### src/rtl/mips_pkg.sv
// Shared encodings for the MEM-stage load/store path: access sizes, the load
// writeback select code, the LSU state type and the data returned on a bus abort.
package mips_pkg;

  localparam logic [1:0] SZ_WORD = 2'b00;
  localparam logic [1:0] SZ_HALF = 2'b01;
  localparam logic [1:0] SZ_BYTE = 2'b10;

  localparam logic [1:0] MEM_TO_REG_MEM = 2'b01;

  typedef enum logic [1:0] {
    IDLE = 2'b00,
    REQ  = 2'b01,
    DONE = 2'b10
  } lsu_state_e;

  localparam logic [31:0] TIMEOUT_DATA = 32'hDEAD_BEEF;

endpackage

### src/rtl/lsu_align.sv
// Combinational lane logic: byte enables, store replication and misalignment for the
// incoming access, plus lane extraction and sign/zero extension of returned load data.
module lsu_align
  import mips_pkg::*;
(
  input  logic [1:0]  st_lane_i,
  input  logic [1:0]  st_size_i,
  input  logic [31:0] st_data_i,
  output logic [3:0]  st_be_o,
  output logic [31:0] st_wdata_o,
  output logic        misaligned_o,
  input  logic [1:0]  ld_lane_i,
  input  logic [1:0]  ld_size_i,
  input  logic        ld_unsigned_i,
  input  logic [31:0] ld_rdata_i,
  output logic [31:0] ld_data_o
);

  logic [31:0] rdata_shift;
  logic [15:0] half_sel;

  always_comb begin
    st_be_o      = 4'b1111;
    st_wdata_o   = st_data_i;
    misaligned_o = |st_lane_i;
    case (st_size_i)
      SZ_BYTE: begin
        st_be_o      = 4'b0001 << st_lane_i;
        st_wdata_o   = {4{st_data_i[7:0]}};
        misaligned_o = 1'b0;
      end
      SZ_HALF: begin
        st_be_o      = st_lane_i[1] ? 4'b1100 : 4'b0011;
        st_wdata_o   = {2{st_data_i[15:0]}};
        misaligned_o = st_lane_i[0];
      end
      default: ;
    endcase
  end

  // Lane select by shifting the addressed byte down to bit 0.
  assign rdata_shift = ld_rdata_i >> {ld_lane_i, 3'b000};
  assign half_sel    = ld_lane_i[1] ? ld_rdata_i[31:16] : ld_rdata_i[15:0];

  always_comb begin
    ld_data_o = ld_rdata_i;
    case (ld_size_i)
      SZ_BYTE: ld_data_o = {{24{~ld_unsigned_i & rdata_shift[7]}}, rdata_shift[7:0]};
      SZ_HALF: ld_data_o = {{16{~ld_unsigned_i & half_sel[15]}}, half_sel};
      default: ;
    endcase
  end

endmodule

### src/rtl/mem_stage_lsu.sv
// MEM-stage LSU: one bus transaction per load/store, IDLE->REQ->DONE, stalling IF..MEM
// until bus_ready; LSU_BUS_TIMEOUT_EN adds a REQ timeout that aborts with bus_err_m.
module mem_stage_lsu
  import mips_pkg::*;
#(
  parameter int ADDR_W         = 32,
  parameter int TIMEOUT_CYCLES = 255
) (
  input  logic              clk,
  input  logic              rst_n,
  input  logic [31:0]       alu_out_m,
  input  logic [31:0]       write_data_m,
  input  logic              mem_write_m,
  input  logic [1:0]        mem_to_reg_m,
  input  logic [1:0]        mem_data_size_m,
  input  logic              load_unsigned_m,
  output logic              bus_req,
  output logic              bus_we,
  output logic [ADDR_W-1:0] bus_addr,
  output logic [3:0]        bus_be,
  output logic [31:0]       bus_wdata,
  input  logic              bus_ready,
  input  logic [31:0]       bus_rdata,
  output logic [31:0]       read_data_m,
  output logic              stall_m,
  output logic              addr_exc_m,
  output logic              bus_err_m
);

  lsu_state_e        state_q;
  logic              bus_req_q, bus_we_q, addr_exc_q, is_load_q, uns_q;
  logic [ADDR_W-1:0] bus_addr_q;
  logic [3:0]        bus_be_q;
  logic [31:0]       bus_wdata_q, read_data_q;
  logic [1:0]        lane_q, size_q;

  logic        access, is_load, misaligned, start;
  logic [3:0]  be_d;
  logic [31:0] wdata_d, ld_data;

`ifdef LSU_BUS_TIMEOUT_EN
  localparam int CNT_W = ($clog2(TIMEOUT_CYCLES + 1) > 8) ? $clog2(TIMEOUT_CYCLES + 1) : 8;
  logic [CNT_W-1:0] cnt_q;
  logic             bus_err_q;
  assign bus_err_m = bus_err_q;
`else
  assign bus_err_m = 1'b0;
`endif

  // A store beats a simultaneous load request.
  assign is_load = ~mem_write_m & (mem_to_reg_m == MEM_TO_REG_MEM);
  assign access  = mem_write_m | (mem_to_reg_m == MEM_TO_REG_MEM);
  assign start   = (state_q == IDLE) & access & ~misaligned;
  assign stall_m = start | (state_q == REQ);

  lsu_align u_align (
    .st_lane_i    (alu_out_m[1:0]),
    .st_size_i    (mem_data_size_m),
    .st_data_i    (write_data_m),
    .st_be_o      (be_d),
    .st_wdata_o   (wdata_d),
    .misaligned_o (misaligned),
    .ld_lane_i    (lane_q),
    .ld_size_i    (size_q),
    .ld_unsigned_i(uns_q),
    .ld_rdata_i   (bus_rdata),
    .ld_data_o    (ld_data)
  );

  always_ff @(posedge clk or negedge rst_n) begin
    if (!rst_n) begin
      state_q     <= IDLE;
      bus_req_q   <= 1'b0;
      bus_we_q    <= 1'b0;
      bus_addr_q  <= '0;
      bus_be_q    <= 4'b0000;
      bus_wdata_q <= 32'h0;
      read_data_q <= 32'h0;
      addr_exc_q  <= 1'b0;
      is_load_q   <= 1'b0;
      uns_q       <= 1'b0;
      lane_q      <= 2'b00;
      size_q      <= SZ_WORD;
`ifdef LSU_BUS_TIMEOUT_EN
      cnt_q       <= '0;
      bus_err_q   <= 1'b0;
`endif
    end else begin
      addr_exc_q <= 1'b0;
`ifdef LSU_BUS_TIMEOUT_EN
      bus_err_q  <= 1'b0;
`endif
      case (state_q)
        IDLE: begin
          if (access && misaligned) begin
            addr_exc_q <= 1'b1;
          end else if (access) begin
            bus_req_q   <= 1'b1;
            bus_we_q    <= mem_write_m;
            bus_addr_q  <= {alu_out_m[ADDR_W-1:2], 2'b00};
            bus_be_q    <= be_d;
            bus_wdata_q <= wdata_d;
            is_load_q   <= is_load;
            uns_q       <= load_unsigned_m;
            lane_q      <= alu_out_m[1:0];
            size_q      <= mem_data_size_m;
            state_q     <= REQ;
`ifdef LSU_BUS_TIMEOUT_EN
            cnt_q       <= '0;
`endif
          end
        end
        REQ: begin
          if (bus_ready) begin
            bus_req_q <= 1'b0;
            if (is_load_q) read_data_q <= ld_data;
            state_q   <= DONE;
          end
`ifdef LSU_BUS_TIMEOUT_EN
          // The limit-th unanswered REQ cycle aborts; a ready in that cycle still completes.
          else if (cnt_q == CNT_W'(TIMEOUT_CYCLES - 1)) begin
            bus_req_q   <= 1'b0;
            bus_err_q   <= 1'b1;
            read_data_q <= TIMEOUT_DATA;
            state_q     <= DONE;
          end else begin
            cnt_q <= cnt_q + 1'b1;
          end
`endif
        end
        DONE:    state_q <= IDLE;
        default: state_q <= IDLE;
      endcase
    end
  end

  assign bus_req     = bus_req_q;
  assign bus_we      = bus_we_q;
  assign bus_addr    = bus_addr_q;
  assign bus_be      = bus_be_q;
  assign bus_wdata   = bus_wdata_q;
  assign read_data_m = read_data_q;
  assign addr_exc_m  = addr_exc_q;

endmodule

### config.mk
export PLATFORM = sky130hd
export DESIGN_NAME = mem_stage_lsu
export DESIGN_NICKNAME = d
export VERILOG_FILES = /design/src/rtl/mips_pkg.sv /design/src/rtl/lsu_align.sv /design/src/rtl/mem_stage_lsu.sv
export SDC_FILE = /design/constraint.sdc
export NUM_CORES = 1
export LEC_CHECK = 0
export BUFFER_PORTS_ARGS = -buffer_cell sky130_fd_sc_hd__buf_2
export CELL_PAD_IN_SITES_DETAIL_PLACEMENT = 1
export CELL_PAD_IN_SITES_GLOBAL_PLACEMENT = 2
export CORE_MARGIN = 3
export CORE_UTILIZATION = 31
export DETAILED_ROUTE_END_ITERATION = 12
export PLACE_DENSITY_LB_ADDON = 0.08
export SLEW_MARGIN = 20
export SYNTH_ARGS = -nofsm -noshare
export SYNTH_HDL_FRONTEND = slang
export SYNTH_HIERARCHICAL = 1
export SYNTH_SLANG_ARGS = --single-unit
export TNS_END_PERCENT = 20
### constraint.sdc
create_clock -name clk -period 2.4 [get_ports clk]
set_input_delay 0.24 -clock clk [delete_from_list [all_inputs] [get_ports clk]]
set_output_delay 0.24 -clock clk [all_outputs]
set_load 0.01 [all_outputs]
== After elaboration in Yosys (flattened, before gate mapping) ==
Cells that the tools add are included.
Word-level totals
  output and inout port bits: 105
  logic and storage cells: 58
  input bits: 105
  register bits: 109
Cells by class
  eq/ne operators: 9
  reductions and logical operators: 8
  bitwise logic cells: 11
  multiplexer cells: 16
  shift-type cells: 2
Operators with widths (number)
  $pmux 32 s2: 2
  $shr 32x5->8: 1
  $mux 16: 1
  $reduce_and 3->1: 3
  $eq 2x1->1 const B: 4
  $pmux 4 s2: 1
  $mux 2: 3
  $ne 2x2->1 const B: 3
  $and 1x1->1: 5
  $mux 1: 5
  $eq 2x2->1 const B: 2
  $mux 4: 1
  $not 1->1: 4
  $pmux 1 s2: 2
  $pmux 2 s2: 1
  $reduce_and 4->1: 1
  $shl 1x2->4 const A: 1
  $logic_not 2->1: 1
  $or 1x1->1: 2
  $reduce_bool 2->1: 1
  $reduce_or 2->1: 1
  $logic_and 1x1->1: 1

== Longest topological paths before layout ==
  depth after elaboration: 5
  mapped depth: 11
  gate-level depth less buffers: 7

== By module ==
The synthesis kept the hierarchy.
By module, submodules not included
  mem_stage_lsu: instances 1, area an instance 4256.6 µm², sequential area each 2727.6 µm², cells each 242
  lsu_align: instances 1, area an instance 1182.4 µm², sequential area each 0.0 µm², cells each 200

== Worst setup path after synthesis ==
Ideal clock, no wire load.
  kind: in2reg
  start point: input port mem_data_size_m[0]
  end point: register bus_addr_q[10] (netlist: bus_addr[10])
  setup time: 0.125 ns
  required time: 2.275 ns
  stages on the path: 11
  buffers on the path: 4
  setup slack: 0.268 ns
  data arrival time: 2.007 ns
  cell sequence: inv_1 ha_1 clkbuf_1 clkbuf_1 a21oi_1 nor2_1 nor3_2 o21ai_2 buf_6 buf_6 mux2_4
Between the ends
  longest elaborated chain between the ends: 5
  elaborated cells on any way between the ends: 6
  classes of those cells: eq/ne (2); mux (1); bitwise (1); reduce/logical (2)
Ends and longest elaborated chain
  start: declaration: line mem_stage_lsu.sv:15  | input logic [1:0] mem_data_size_m,
  $eq 2x1->1 / $eq 2x2->1 (equally long branches): line lsu_align.sv:26  | case (st_size_i)
  $pmux 1 s2 *: line lsu_align.sv:26
  via misaligned: line mem_stage_lsu.sv:37  | logic access, is_load, misaligned, start;
  $logic_and 1x1->1 *: line mem_stage_lsu.sv:95  | if (access && misaligned) begin
  $not 1->1 (no source line) *
  $reduce_and 3->1 (no source line) *
  end signal: assignment: line mem_stage_lsu.sv:100  | bus_addr_q <= {alu_out_m[ADDR_W-1:2], 2'b00};
  end: declaration: line mem_stage_lsu.sv:32  | logic [ADDR_W-1:0] bus_addr_q;
Mark *: on every way through the listed nets, which the timed path passes. The rest lies on a longest branch.
A chain may end at the register's enable or synchronous reset.

== Worst setup path in the final report ==
  start point: register size_q[0]
  end point: register read_data_q[21] (netlist: read_data_m[21])
Between the ends
  longest elaborated chain between the ends: 2
  elaborated cells on any way between the ends: 3
  classes of those cells: eq/ne (2); mux (1)
Ends and longest elaborated chain
  start: declaration: line mem_stage_lsu.sv:35  | logic [1:0] lane_q, size_q;
  start signal: assignment: line mem_stage_lsu.sv:106  | size_q <= mem_data_size_m;
  $eq 2x1->1 / $eq 2x2->1 (equally long branches): line lsu_align.sv:47  | case (ld_size_i)
  $pmux 32 s2 *: line lsu_align.sv:47
  via ld_data[21]: line mem_stage_lsu.sv:39  | logic [31:0] wdata_d, ld_data;
  end signal: assignment: line mem_stage_lsu.sv:116  | if (is_load_q) read_data_q <= ld_data;
  end: declaration: line mem_stage_lsu.sv:34  | logic [31:0] bus_wdata_q, read_data_q;
Marked as above.

==> impl_metrics.json <==
{
  "synth_compound_area_share_pct": 9.708,
  "path_clk_slew_ns": 0.07,
  "port_buffers": 206,
  "cts_setup_buffers": 0,
  "die_height_um": 138.5,
  "firstDrtPassIters": 4,
  "die_width_um": 138.5,
  "ant_nets": 0,
  "synth_warnings": 6,
  "cts_tree": "yes",
  "fin_nets": 739,
  "synth-edff-count": 0,
  "met1_length_um": 6319,
  "antenna_found_initial": 3,
  "fill_cells": 1885,
  "async_flop_share_pct": 100.0,
  "skew_ns": 0.007133,
  "cts.sinks": 109,
  "synthAdderAreaFrac_pct": 0.9202,
  "ys_ff_latch": 109,
  "crit_fanout": 16,
  "period_minus_slack_ns": 2.089,
  "routabilityCongestion": 0.7695,
  "status": "finished, final reports clean",
  "rsz0062_at_grt": "no",
  "reg2reg_from": "size_q[0]",
  "synth_top_area_share_pct": 50.15,
  "startpoint": "size_q[0]",
  "ys_seq_area_share_pct": 50.15,
  "cellPowerDensity_nw_per_um2": 1269,
  "grt_pass1_wl_um": 24970,
  "worstPathRequired_ns": 2.63,
  "drt_iter0_drc": 126,
  "drc": 0,
  "critical_path_arrival_ns": 2.32,
  "min-delay-start": "bus_ready",
  "yosysTopAreaCell": "dfrtp_1",
  "synthXorXnorAreaFrac_pct": 0,
  "ff_latch_area_um2": 2728,
  "hold_viol": 0,
  "cp-start-kind": "flip-flop",
  "maxCapViolCount": 0,
  "dr_wl_met2_um": 7884,
  "avgSynthCellArea_um2": 12.31,
  "die-area_um2": 19170,
  "synth-simple-area-share_pct": 7.154,
  "critPathCaptureType": "flip-flop",
  "routed_via_density": 4.704,
  "grt.overflow.total": 0,
  "synth.distinct_cells": 32,
  "p_total_mw": 8.739,
  "wl_um": 15470,
  "min_path_type": "input pin to flip-flop",
  "core_area_um2": 16880,
  "min_period_over_period_pct": 87.06,
  "area_delta_synth_final_pct": 26.57,
  "cts_buffer_depth": 2,
  "ctsResizeCount": 0,
  "wl_met3_um": 1091,
  "grt_pass1_vias": 4485,
  "track_usage_pct": 16.33,
  "criticalPathCategory": "flip-flop to flip-flop",
  "n_antenna_cell": 0,
  "highest_layer": "met5",
  "start_util_pct": 32.23,
  "yosys-mux-area-fraction_pct": 26.13,
  "vias": 4022,
  "clock.fmax_ghz": 0.4786,
  "synth_top_family_by_area": "multiplexers",
  "p_leak_nw": 3.581,
  "wl_per_cell_um": 18.09,
  "post-dp-hpwl_um": 11610,
  "htreeDepth": 3,
  "synth.area.top_cells": "dfrtp_1 (50%), mux2_2 (16%), mux2_4 (10%)",
  "drive_gt1_share_pct": 55.59,
  "multi_input_area_um2": 2407,
  "slew-limit-headroom_pct": 53.40,
  "setup_tns_ns": 0,
  "root_buffer": "clkbuf_16",
  "cts_hold_buf": 1,
  "synth-main-ff-cell": "dfrtp_1",
  "io_pins": 210,
  "finalSetupViolCount": 0,
  "clk_latency_ns": 0.35,
  "drv_slew": 0,
  "grt_max_degree": 49,
  "synthCells": 442,
  "peakVddDrop_uv": 442.0,
  "rows": 47,
  "worstMarginPinSlew_ns": 0.6975,
  "cts-buffers-inserted": 9,
  "syn_area_um2": 5439
}
-- Yosys cell counts, types with 2 or more instances --
| cell type | n |
|---|---|
| mux2_2 | 76 |
| o2bb2ai_1 | 7 |
| a22o_1 | 8 |
| a21o_1 | 4 |
| ha_1 | 4 |
| inv_1 | 9 |
| or2_2 | 3 |
| clkbuf_1 | 16 |
| a21oi_1 | 18 |
| nor2b_1 | 12 |
| buf_2 | 6 |
| nand2b_1 | 4 |
| nor2_1 | 5 |
| nand2_1 | 57 |
| dfrtp_1 | 109 |
| and2_1 | 2 |
| buf_4 | 11 |
| o21ai_0 | 19 |
| a32oi_1 | 7 |
| mux2_4 | 37 |
| a22oi_1 | 8 |
| buf_6 | 10 |
-- through the flow --
| step | util, % | std cells | worst slack (ns) | hold slack, ns | area (µm²) |
|---|---|---|---|---|---|
| 2_1_floorplan | - | 444 | 0.2676 | -0.05559 | 5446 |
| 3_3_place_gp | 39.09 | 838 | 0.3662 | 0.2410 | 6598 |
| 3_5_place_dp | 39.09 | 838 | 0.2932 | 0.2421 | 6598 |
| 4_1_cts | 40.79 | 855 | 0.2742 | 0.09752 | 6884 |
| 5_1_grt | 40.79 | 855 | 0.1825 | 0.09071 | 6884 |
| 6_report | 40.79 | 855 | 0.3106 | 0.1132 | 6884 |
-- state kept, by name, indices dropped and copies added, names as in the netlist --
| name | flops |
|---|---|
| addr_exc_m | 1 |
| bus_addr | 30 |
| bus_be | 4 |
| bus_req | 1 |
| bus_wdata | 32 |
| bus_we | 1 |
| is_load_q | 1 |
| lane_q | 2 |
| read_data_m | 32 |
| size_q | 2 |
| state_q | 2 |
| uns_q | 1 |
-- final cells by class --
| class | instances | area share (%) |
|---|---|---|
| clock buffer | 11 | 3.526 |
| clock inverter | 5 | 0.4907 |
| inverter | 9 | 0.4907 |
| multi-input combinational | 283 | 34.97 |
| sequential | 109 | 39.62 |
| tap | 220 | 3.999 |
| timing repair buffer | 218 | 16.90 |
-- critical path, cell delays in order, from the launching register on --
cell	delay [ns]
dfrtp_1	0.38
inv_1	0.05
ha_1	0.19
and2_1	0.26
a22o_4	0.28
o21ai_4	0.41
nand2_1	0.11
mux2_2	0.27
-- worst paths after layout --
kind,end,slack (ns),cells after the start
max,read_data_m[21],0.31,7
min,state_q[0],0.11,2
max reg2reg,read_data_m[21],0.31,7
min reg2reg,bus_addr[4],0.50,1
max in group asynchronous,bus_addr[25],1.18,3
min in group asynchronous,bus_wdata[3],0.44,2
-- cell families after synthesis --
family                   after synthesis
other                                  1
AND/OR/NAND/NOR                       86
buffers and inverters                 52
adder cells (fa/ha/maj)                4
AO/OA/AOI/OAI                         76
flip-flops                           109
multiplexers                         114
-- cell usage in the layout, fill, tap and decap left out, drive strengths merged --
cell,count
a21oi,18
and2,2
a22oi,8
nor2,5
nor2b,12
clkinv,2
mux2,113
a21o,4
buf,217
a22o,9
a211oi,1
ha,4
o211a,1
conb,3
dfrtp,109
dlygate4sd3,1
o21ai,21
clkbuf,11
clkinvlp,2
a32oi,7
nand2,58
mux2i,1
o2bb2ai,7
nor3,1
or2,3
inv,10
and3b,1
nand2b,4
-- power by group --
group	internal [mW]	leakage, nW	switching [mW]	total [mW]
combinational	2.08	2.13	2.04	4.13
sequential	2.71	1.32	0.464	3.17
clock	0.735	0.132	0.703	1.44
-- metal layers --
metal  track usage [%]  up-vias
li1                  -     1901
met4             3.120        6
met5                 0        -
met1             19.49     1991
met3             5.974       14
met2             28.52      110
Power figures use the tool's default switching activity.
